===== config.mk =====
export PLATFORM = sky130hd
export DESIGN_NAME = mem_wb_stage
export DESIGN_NICKNAME = d
export VERILOG_FILES = /design/src/rtl/mem_wb_stage.sv
export SDC_FILE = /design/constraint.sdc
export NUM_CORES = 1
export LEC_CHECK = 0
export BUFFER_PORTS_ARGS = -buffer_cell sky130_fd_sc_hd__buf_2
export CAP_MARGIN = 5
export CORE_ASPECT_RATIO = 0.7
export CORE_MARGIN = 5
export CORE_UTILIZATION = 48
export DETAILED_ROUTE_END_ITERATION = 12
export HOLD_SLACK_MARGIN = 0.03
export PLACE_DENSITY = 0.77
export SYNTH_ARGS = -nofsm -noshare
export SYNTH_HDL_FRONTEND = slang
export SYNTH_SLANG_ARGS = --single-unit

===== constraint.sdc =====
create_clock -name clk -period 2.1 [get_ports clk]
set_input_delay 0.105 -clock clk [delete_from_list [all_inputs] [get_ports clk]]
set_output_delay 0.105 -clock clk [all_outputs]
set_load 0.02 [all_outputs]

===== src/rtl/mem_wb_stage.sv =====
`default_nettype none
// ============================================================================
// mem_wb_stage: MEM->WB pipeline stage. Runs one data-memory request at a time
// with byte-lane steering, flush/kill handling and a sticky response timeout.
// Revision: 1.0 - initial release
// ============================================================================
module mem_wb_stage #(
  parameter int DATA_W    = 16,
  parameter int ADDR_W    = 16,
  parameter int REG_W     = 3,
  parameter int CTRL_W    = 32,
  parameter bit SEXT_BYTE = 1'b1,
  parameter int TIMEOUT   = 255
) (
  input  logic              clk,
  input  logic              rst_n,
  input  logic              flush,
  input  logic              in_valid,
  output logic              in_ready,
  input  logic [ADDR_W-1:0] in_pc,
  input  logic [REG_W-1:0]  in_dest,
  input  logic [DATA_W-1:0] in_alu,
  input  logic [DATA_W-1:0] in_wdata,
  input  logic [CTRL_W-1:0] in_ctrl,
  input  logic              in_mem_read,
  input  logic              in_mem_write,
  input  logic              in_byte,
  output logic              out_valid,
  input  logic              out_ready,
  output logic [ADDR_W-1:0] out_pc,
  output logic [REG_W-1:0]  out_dest,
  output logic [DATA_W-1:0] out_alu,
  output logic [CTRL_W-1:0] out_ctrl,
  output logic [DATA_W-1:0] out_rdata,
  output logic              mem_read,
  output logic              mem_write,
  output logic [ADDR_W-1:0] mem_addr,
  output logic [DATA_W-1:0] mem_wdata,
  output logic [DATA_W/8-1:0] mem_byte_en,
  input  logic              mem_resp,
  input  logic [DATA_W-1:0] mem_rdata,
  output logic              timeout_err
);

  localparam int c_NBYTES = DATA_W / 8;
  localparam int c_LANE_W = $clog2(c_NBYTES);
  localparam int c_CNT_W  = (TIMEOUT < 1) ? 1 : $clog2(TIMEOUT + 1);
  localparam logic [c_CNT_W-1:0]  c_CNT_MAX = c_CNT_W'(TIMEOUT);
  localparam logic [c_CNT_W-1:0]  c_CNT_ONE = c_CNT_W'(1);
  localparam logic [c_NBYTES-1:0] c_LANE0   = {{(c_NBYTES-1){1'b0}}, 1'b1};

  typedef enum logic [1:0] {
    S_EMPTY = 2'd0,
    S_BUSY  = 2'd1,
    S_FULL  = 2'd2
  } state_t;

  state_t               r_state;
  logic                 r_kill;
  logic                 r_load;
  logic                 r_byte;
  logic [c_CNT_W-1:0]   r_cnt;

  logic                 w_accept;
  logic                 w_is_mem;
  logic [c_LANE_W-1:0]  w_in_lane;
  logic [c_NBYTES-1:0]  w_in_be;
  logic [DATA_W-1:0]    w_in_wdata;
  logic [c_LANE_W-1:0]  w_rd_lane;
  logic [DATA_W-1:0]    w_rd_shift;
  logic [7:0]           w_rd_byte;
  logic [DATA_W-1:0]    w_load_data;
  logic [c_CNT_W-1:0]   w_cnt_inc;

  assign in_ready  = !flush && ((r_state == S_EMPTY) || ((r_state == S_FULL) && out_ready));
  assign w_accept  = in_valid && in_ready;
  assign w_is_mem  = in_mem_read || in_mem_write;
  assign out_valid = (r_state == S_FULL);

  // Byte stores replicate the low byte so any lane can pick it up.
  assign w_in_lane  = in_alu[c_LANE_W-1:0];
  assign w_in_be    = in_byte ? (c_LANE0 << w_in_lane) : {c_NBYTES{1'b1}};
  assign w_in_wdata = in_byte ? {c_NBYTES{in_wdata[7:0]}} : in_wdata;

  assign w_rd_lane   = mem_addr[c_LANE_W-1:0];
  assign w_rd_shift  = mem_rdata >> {w_rd_lane, 3'b000};
  assign w_rd_byte   = w_rd_shift[7:0];
  assign w_load_data = r_byte ? {{(DATA_W-8){SEXT_BYTE && w_rd_byte[7]}}, w_rd_byte} : mem_rdata;
  assign w_cnt_inc   = r_cnt + c_CNT_ONE;

  always_ff @(posedge clk or negedge rst_n) begin
    if (!rst_n) begin
      r_state     <= S_EMPTY;
      r_kill      <= 1'b0;
      r_load      <= 1'b0;
      r_byte      <= 1'b0;
      r_cnt       <= '0;
      out_pc      <= '0;
      out_dest    <= '0;
      out_alu     <= '0;
      out_ctrl    <= '0;
      out_rdata   <= '0;
      mem_read    <= 1'b0;
      mem_write   <= 1'b0;
      mem_addr    <= '0;
      mem_wdata   <= '0;
      mem_byte_en <= '0;
      timeout_err <= 1'b0;
    end else begin
      case (r_state)
        S_BUSY: begin
          if (mem_resp) begin
            mem_read  <= 1'b0;
            mem_write <= 1'b0;
            r_kill    <= 1'b0;
            // A killed instruction completes its bus cycle but never reaches writeback.
            if (r_kill || flush) begin
              r_state <= S_EMPTY;
            end else begin
              r_state <= S_FULL;
              if (r_load) begin
                out_rdata <= w_load_data;
              end
            end
          end else begin
            if (flush) begin
              r_kill <= 1'b1;
            end
            if ((TIMEOUT != 0) && (r_cnt != c_CNT_MAX)) begin
              r_cnt <= w_cnt_inc;
              if (w_cnt_inc == c_CNT_MAX) begin
                timeout_err <= 1'b1;
              end
            end
          end
        end
        default: begin
          if (flush) begin
            r_state <= S_EMPTY;
          end else if (w_accept) begin
            out_pc    <= in_pc;
            out_dest  <= in_dest;
            out_alu   <= in_alu;
            out_ctrl  <= in_ctrl;
            out_rdata <= '0;
            if (w_is_mem) begin
              r_state     <= S_BUSY;
              mem_write   <= in_mem_write;
              mem_read    <= !in_mem_write;
              mem_addr    <= ADDR_W'(in_alu);
              mem_wdata   <= w_in_wdata;
              mem_byte_en <= w_in_be;
              r_load      <= !in_mem_write;
              r_byte      <= in_byte;
              r_cnt       <= '0;
              r_kill      <= 1'b0;
            end else begin
              r_state <= S_FULL;
            end
          end else if ((r_state == S_FULL) && out_ready) begin
            r_state <= S_EMPTY;
          end
        end
      endcase
    end
  end

endmodule
`default_nettype wire


# [After elaboration in Yosys (flattened, before gate mapping)]
# Index checks and enable logic that the tools add are counted.
# W data, S select, Z words.
[totals] in_bits=108 register_bits=133 word_cells=90
[op_classes] n_reduce_logical=20 n_addsub=1 eq_ne=11 n_shift=2 bitwise=3 muxes=37
[ops] operator="$mux W16" count=8
[ops] operator="$mux W8" count=6
[ops] operator="$mux W2" count=8
[ops] operator="$reduce_and A4 Y1" count=4
[ops] operator="$shr A16 B4 Y8" count=1
[ops] operator="$mux W1" count=15
[ops] operator="$ne A2 B2 Y1 const B" count=5
[ops] operator="$reduce_and A5 Y1" count=2
[ops] operator="$add A8 B1 Y8 const B" count=1
[ops] operator="$eq A8 B8 Y1 const B" count=1
[ops] operator="$ne A8 B8 Y1 const B" count=1
[ops] operator="$reduce_bool A2 Y1" count=2
[ops] operator="$reduce_bool A4 Y1" count=1
[ops] operator="$logic_and A1 B1 Y1" count=3
[ops] operator="$logic_or A1 B1 Y1" count=3
[ops] operator="$ne A3 B3 Y1 const B" count=1
[ops] operator="$not A1 Y1" count=3
[ops] operator="$reduce_and A3 Y1" count=1
[ops] operator="$eq A2 B1 Y1 const B" count=1
[ops] operator="$eq A2 B2 Y1 const B" count=1
[ops] operator="$logic_not A1 Y1" count=2
[ops] operator="$logic_not A2 Y1" count=1
[ops] operator="$ne A2 B1 Y1 const B" count=1
[ops] operator="$reduce_and A2 Y1" count=1
[ops] operator="$shl A1 B1 Y2 const A" count=1

# [Logic depth before layout (Yosys ltp)]
[logic_depth] ltp_word=8 mapped_depth=7

# [Worst setup path after synthesis]
# OpenSTA, ideal clock, no wires.
[synth_path] path_kind="reg2reg" start="register r_state[1]" end="register out_rdata[10]" required_ns=1.975 path_buffers=3 arrival_time_ns=1.607 stages_incl_launch_ff=8 path_slack_ns=0.368 path_cell_list="dfrtp_1 nand2b_1 buf_2 nor3_1 o21ba_1 buf_6 buf_6 mux2_4"
[synth_via] elab_chain_len=7 word_cells_on_any_way=14
[synth_rtl] element="start, declared" line="58" source="state_t r_state;"
[synth_rtl] element="start signal, assigned" line="93" source="r_state <= S_EMPTY;"
[synth_rtl] element="start signal, assigned" line="118" source="r_state <= S_EMPTY;"
[synth_rtl] element="start signal, assigned" line="120" source="r_state <= S_FULL;"
[synth_rtl] element="$eq A2 B2 Y1" line="75" source="assign in_ready = !flush && ((r_state == S_EMPTY) || ((r_state == S_FULL) && out_ready));"
[synth_rtl] element="$logic_and A1 B1 Y1" line="75"
[synth_rtl] element="$logic_or A1 B1 Y1" line="75"
[synth_rtl] element="$logic_and A1 B1 Y1" line="75"
[synth_rtl] element="$logic_and A1 B1 Y1" line="76" source="assign w_accept = in_valid && in_ready;"
[synth_rtl] element="$reduce_bool A2 Y1 (no line)"
[synth_rtl] element="$reduce_and A5 Y1 (no line)"
[synth_rtl] element="end signal, assigned" line="122" source="out_rdata <= w_load_data;"
[synth_rtl] element="end, declared" line="34" source="output logic [DATA_W-1:0] out_rdata,"
# Several ways; a longest one is shown, not always the timed one.
# A chain may end at the register's enable or synchronous reset.

# [Worst setup path after layout]
[layout_path] start="register r_state[0]" end="register mem_addr[4]"
[layout_via] elab_chain_len=6 word_cells_on_any_way=9
[layout_rtl] element="$eq A2 B2 Y1" line="75"
[layout_rtl] element="$logic_and A1 B1 Y1" line="75"
[layout_rtl] element="$logic_or A1 B1 Y1" line="75"
[layout_rtl] element="$logic_and A1 B1 Y1" line="75"
[layout_rtl] element="$logic_and A1 B1 Y1" line="76"
[layout_rtl] element="$reduce_and A4 Y1 (no line) *"
[layout_rtl] element="end signal, assigned" line="150" source="mem_addr <= ADDR_W'(in_alu);"
[layout_rtl] element="end, declared" line="37" source="output logic [ADDR_W-1:0] mem_addr,"
# Every way passes the cells marked *; elsewhere a longest branch is shown, timed or not.

==> results.md <==
* Setup CP Type: flop to flop
* First-pass GRT wire length at 27.6 mm
* CTS Buffer Depth at 2
* R2R Path End: mem_addr[4]
* Met2 wire length at 8.23 mm
* Critical Path Sink Type: flop
* Share of cells above drive strength 1 at 52.0%
* Met1 wire length at 6.92 mm
* Final Cell Area at 0.00836 mm^2
* Measured slew at the worst slew-check pin at 0.598 ns
* Cell taking the most area after synthesis: dfrtp_1
* WL met3 at 1.62 mm
* Starting DRT DRC Count at 157
* Crit Path Max Fanout at 25
* # diodes at 0
* Worst IR Drop VDD at 0.884 mV
* DR vias at 4607
* Placer Congestion at 0.807
* Cell Area, Synth at 0.00554 mm^2
* Core box area at 0.0111 mm^2
* Clock slew at reported path FFs at 0.06 ns
* Tcrit/Tclk final at 85.7%
* Layout Skew at 0.00679 ns
* FF-to-FF setup slack at 0.30 ns
* Worst setup margin at 0.301 ns
* Area share of the largest cell type after synthesis at 60.1%
* Fmax at 556 MHz
* Max_slew headroom at 60.1%
* DRT antenna net count at 0
* Die Height at 99.9 um
* HPWL Detailed at 10.6 mm
* Register area share after synthesis at 60.1%
* CTS Sinks at 133
* Cell Int Power at 0.00704 W
* Post-CTS setup buffers at 0
* DR vias/cell at 5.14
* Max cap viols at 0
* Synth area leaders: dfrtp_1 (60%), mux2_2 (20%), mux2_4 (2.7%)
* RSZ-0062 raised after global routing: no
* Largest net degree at the start of global routing at 66
* Pre-CTS setup slack at 0.317 ns
* Synthesized instance count at 406
* Top_reg_cell synth: dfrtp_1
* Number of synthesized flops with an enable pin at 0
* Hold path depth at 3
* Total grt overflow at 0
* Tot GR Track Use at 25.1%
* Psw at 0.00404 W
* Area grow syn2layout at 51.0%
* WL/cell at 19.0 um
* HP Start: in_mem_read
* Leak at 4.09 nW
* Clock root buffer: clkbuf_16
* Commonest non-fill, non-tap cells in the layout: buf_2 (228), dfrtp_1 (133), mux2_2 (99), dlygate4sd3_1 (86), a21oi_1 (24)
* #FFs+latches synth at 133
* Clock power frac at 26.7%
* CP Data Arrival Time at 2.08 ns
* Die ar. at 0.0138 mm^2
* Run status: finished, final reports clean
* Sw frac at 36.5%
* CTS H-tree depth at 4
* Initial antenna violation count at 1
* Port Buffers at 229
* FF-to-FF path depth at 4
* Pins over their slew limit at 0
* Starting Density at 49.8%
* Leading cell type in the layout, fill and taps excluded: buf_2
* Combinational Power Share at 36.5%
* Req. time, crit path at 2.38 ns
* Synth unique cells at 39
* Worst hold-check path type: input port to flop
* TritonCTS clock tree: yes
* Post-synth ARST share at 100%
* Final setup violation count at 0
* Reg-to-Reg Start: r_state[0]
* # nets final at 840
* Skew-Pair Late Insertion Delay at 0.40 ns
* Synth warn at 0
* Placed Area at 0.00691 mm^2
* Final min period at 1.80 ns
* Seq pwr share at 36.8%
* Row count at 32
* Setup TNS at 0 ns
* Syn avg cell area at 13.6 um^2
* Drt total wl at 17.0 mm
* Post-Synthesis Net Count at 516
* Nature of the critical path startpoint: flop
* # DRC at 0
* Vias in the first global route at 4951
* Io pins at 230
* Hold Path Sink: mem_write
* Die W at 138 um
* TritonCTS buffer count at 17
* DRT Pass-1 Iters at 4
* Final hold violation count at 0
* Top sig layer: met5
* Power Density at 1320 mW/mm^2
-- worst max-delay path by stage --
| stage | slack [ns] | from | to | cells past startpoint |
|---|---|---|---|---|
| after floorplan | 0.37 | r_state[1] | out_rdata[10] | 7 |
| after global placement | 0.34 | r_state[0] | mem_addr[2] | 4 |
| after detailed placement | 0.32 | r_state[0] | mem_addr[4] | 4 |
| after CTS | 0.31 | r_state[0] | mem_addr[8] | 4 |
| after global routing | 0.19 | r_state[0] | mem_addr[8] | 4 |
| final | 0.30 | r_state[0] | mem_addr[4] | 4 |
-- layer usage --
metal,global-route usage (%),vias up
met3,9.57,26
met4,6.38,2
li1,-,2094
met2,41.8,238
met1,31.4,2247
met5,0,-
-- power groups by stage --
stage          combinational [W]  sequential, W  clock (W)
2_1_floorplan            0.00136        0.00506          0
3_3_place_gp             0.00379        0.00398          0
3_5_place_dp             0.00388        0.00404          0
4_1_cts                  0.00402        0.00402    0.00299
5_1_grt                  0.00433        0.00420    0.00310
6_report                 0.00404        0.00408    0.00295
-- flip-flops by register name, summed over array words and instances (netlist names), 2 cells and up --
signal	count
mem_wdata	16
out_dest	3
r_state	2
r_cnt	8
out_pc	16
out_alu	16
mem_byte_en	2
out_rdata	16
out_ctrl	32
mem_addr	16
-- metrics by stage --
| stage | std cells | power [W] | utilization, % | hold WS (ns) |
|---|---|---|---|---|
| 2_1_floorplan | 406 | 0.00642 | - | -0.191 |
| 3_3_place_gp | 778 | 0.00777 | 62.1 | 0.126 |
| 3_5_place_dp | 778 | 0.00793 | 62.1 | 0.129 |
| 4_1_cts | 896 | 0.0110 | 75.1 | 0.0528 |
| 5_1_grt | 896 | 0.0116 | 75.1 | 0.0846 |
| 6_report | 896 | 0.0111 | 75.1 | 0.0676 |
-- cells in the mapped netlist, types with 2 or more instances --
library cell / n
a21o_1: 3
a21oi_1: 24
a31o_2: 2
a31oi_1: 4
and2_1: 2
and3_1: 2
buf_2: 11
buf_6: 2
clkbuf_1: 8
dfrtp_1: 133
ha_1: 2
inv_1: 4
mux2_2: 99
mux2_4: 10
mux2i_1: 8
nand2_1: 23
nand2b_1: 12
nand3_1: 12
nand4_1: 2
nor2_1: 9
nor2b_1: 2
o21ai_0: 14
xnor2_1: 2
-- kinds of logic after synthesis --
logic type | share of synthesized area, %
fa+ha+maj | 0.452
compound gates | 6.01
buf+inv | 2.21
xor+xnor | 0.316
flops | 60.1
simple gates | 6.62
mux | 24.3
-- layout make-up --
cell class,count,area (um^2)
flip-flops and latches,133,3330
clock inverters,11,125
repair buffers,326,2150
fillers,693,2770
inverters,4,15.0
clock buffers,21,470
multi-input cells,248,2090
well taps,153,191
-- critical path: stages, from the launching register on --
cell and delay (ns):
dfrtp_1 0.44, nor2_1 0.21, nand4b_1 0.34, buf_4 0.36, mux2_2 0.31
-- what timing repair did --
action,4_1_cts,5_1_grt
endpoints found under the setup margin,0,0
endpoints found under the hold margin,165,0
hold buffers,86,0
gates resized for setup,0,0
Note: power is estimated with default switching activity, not from simulation.
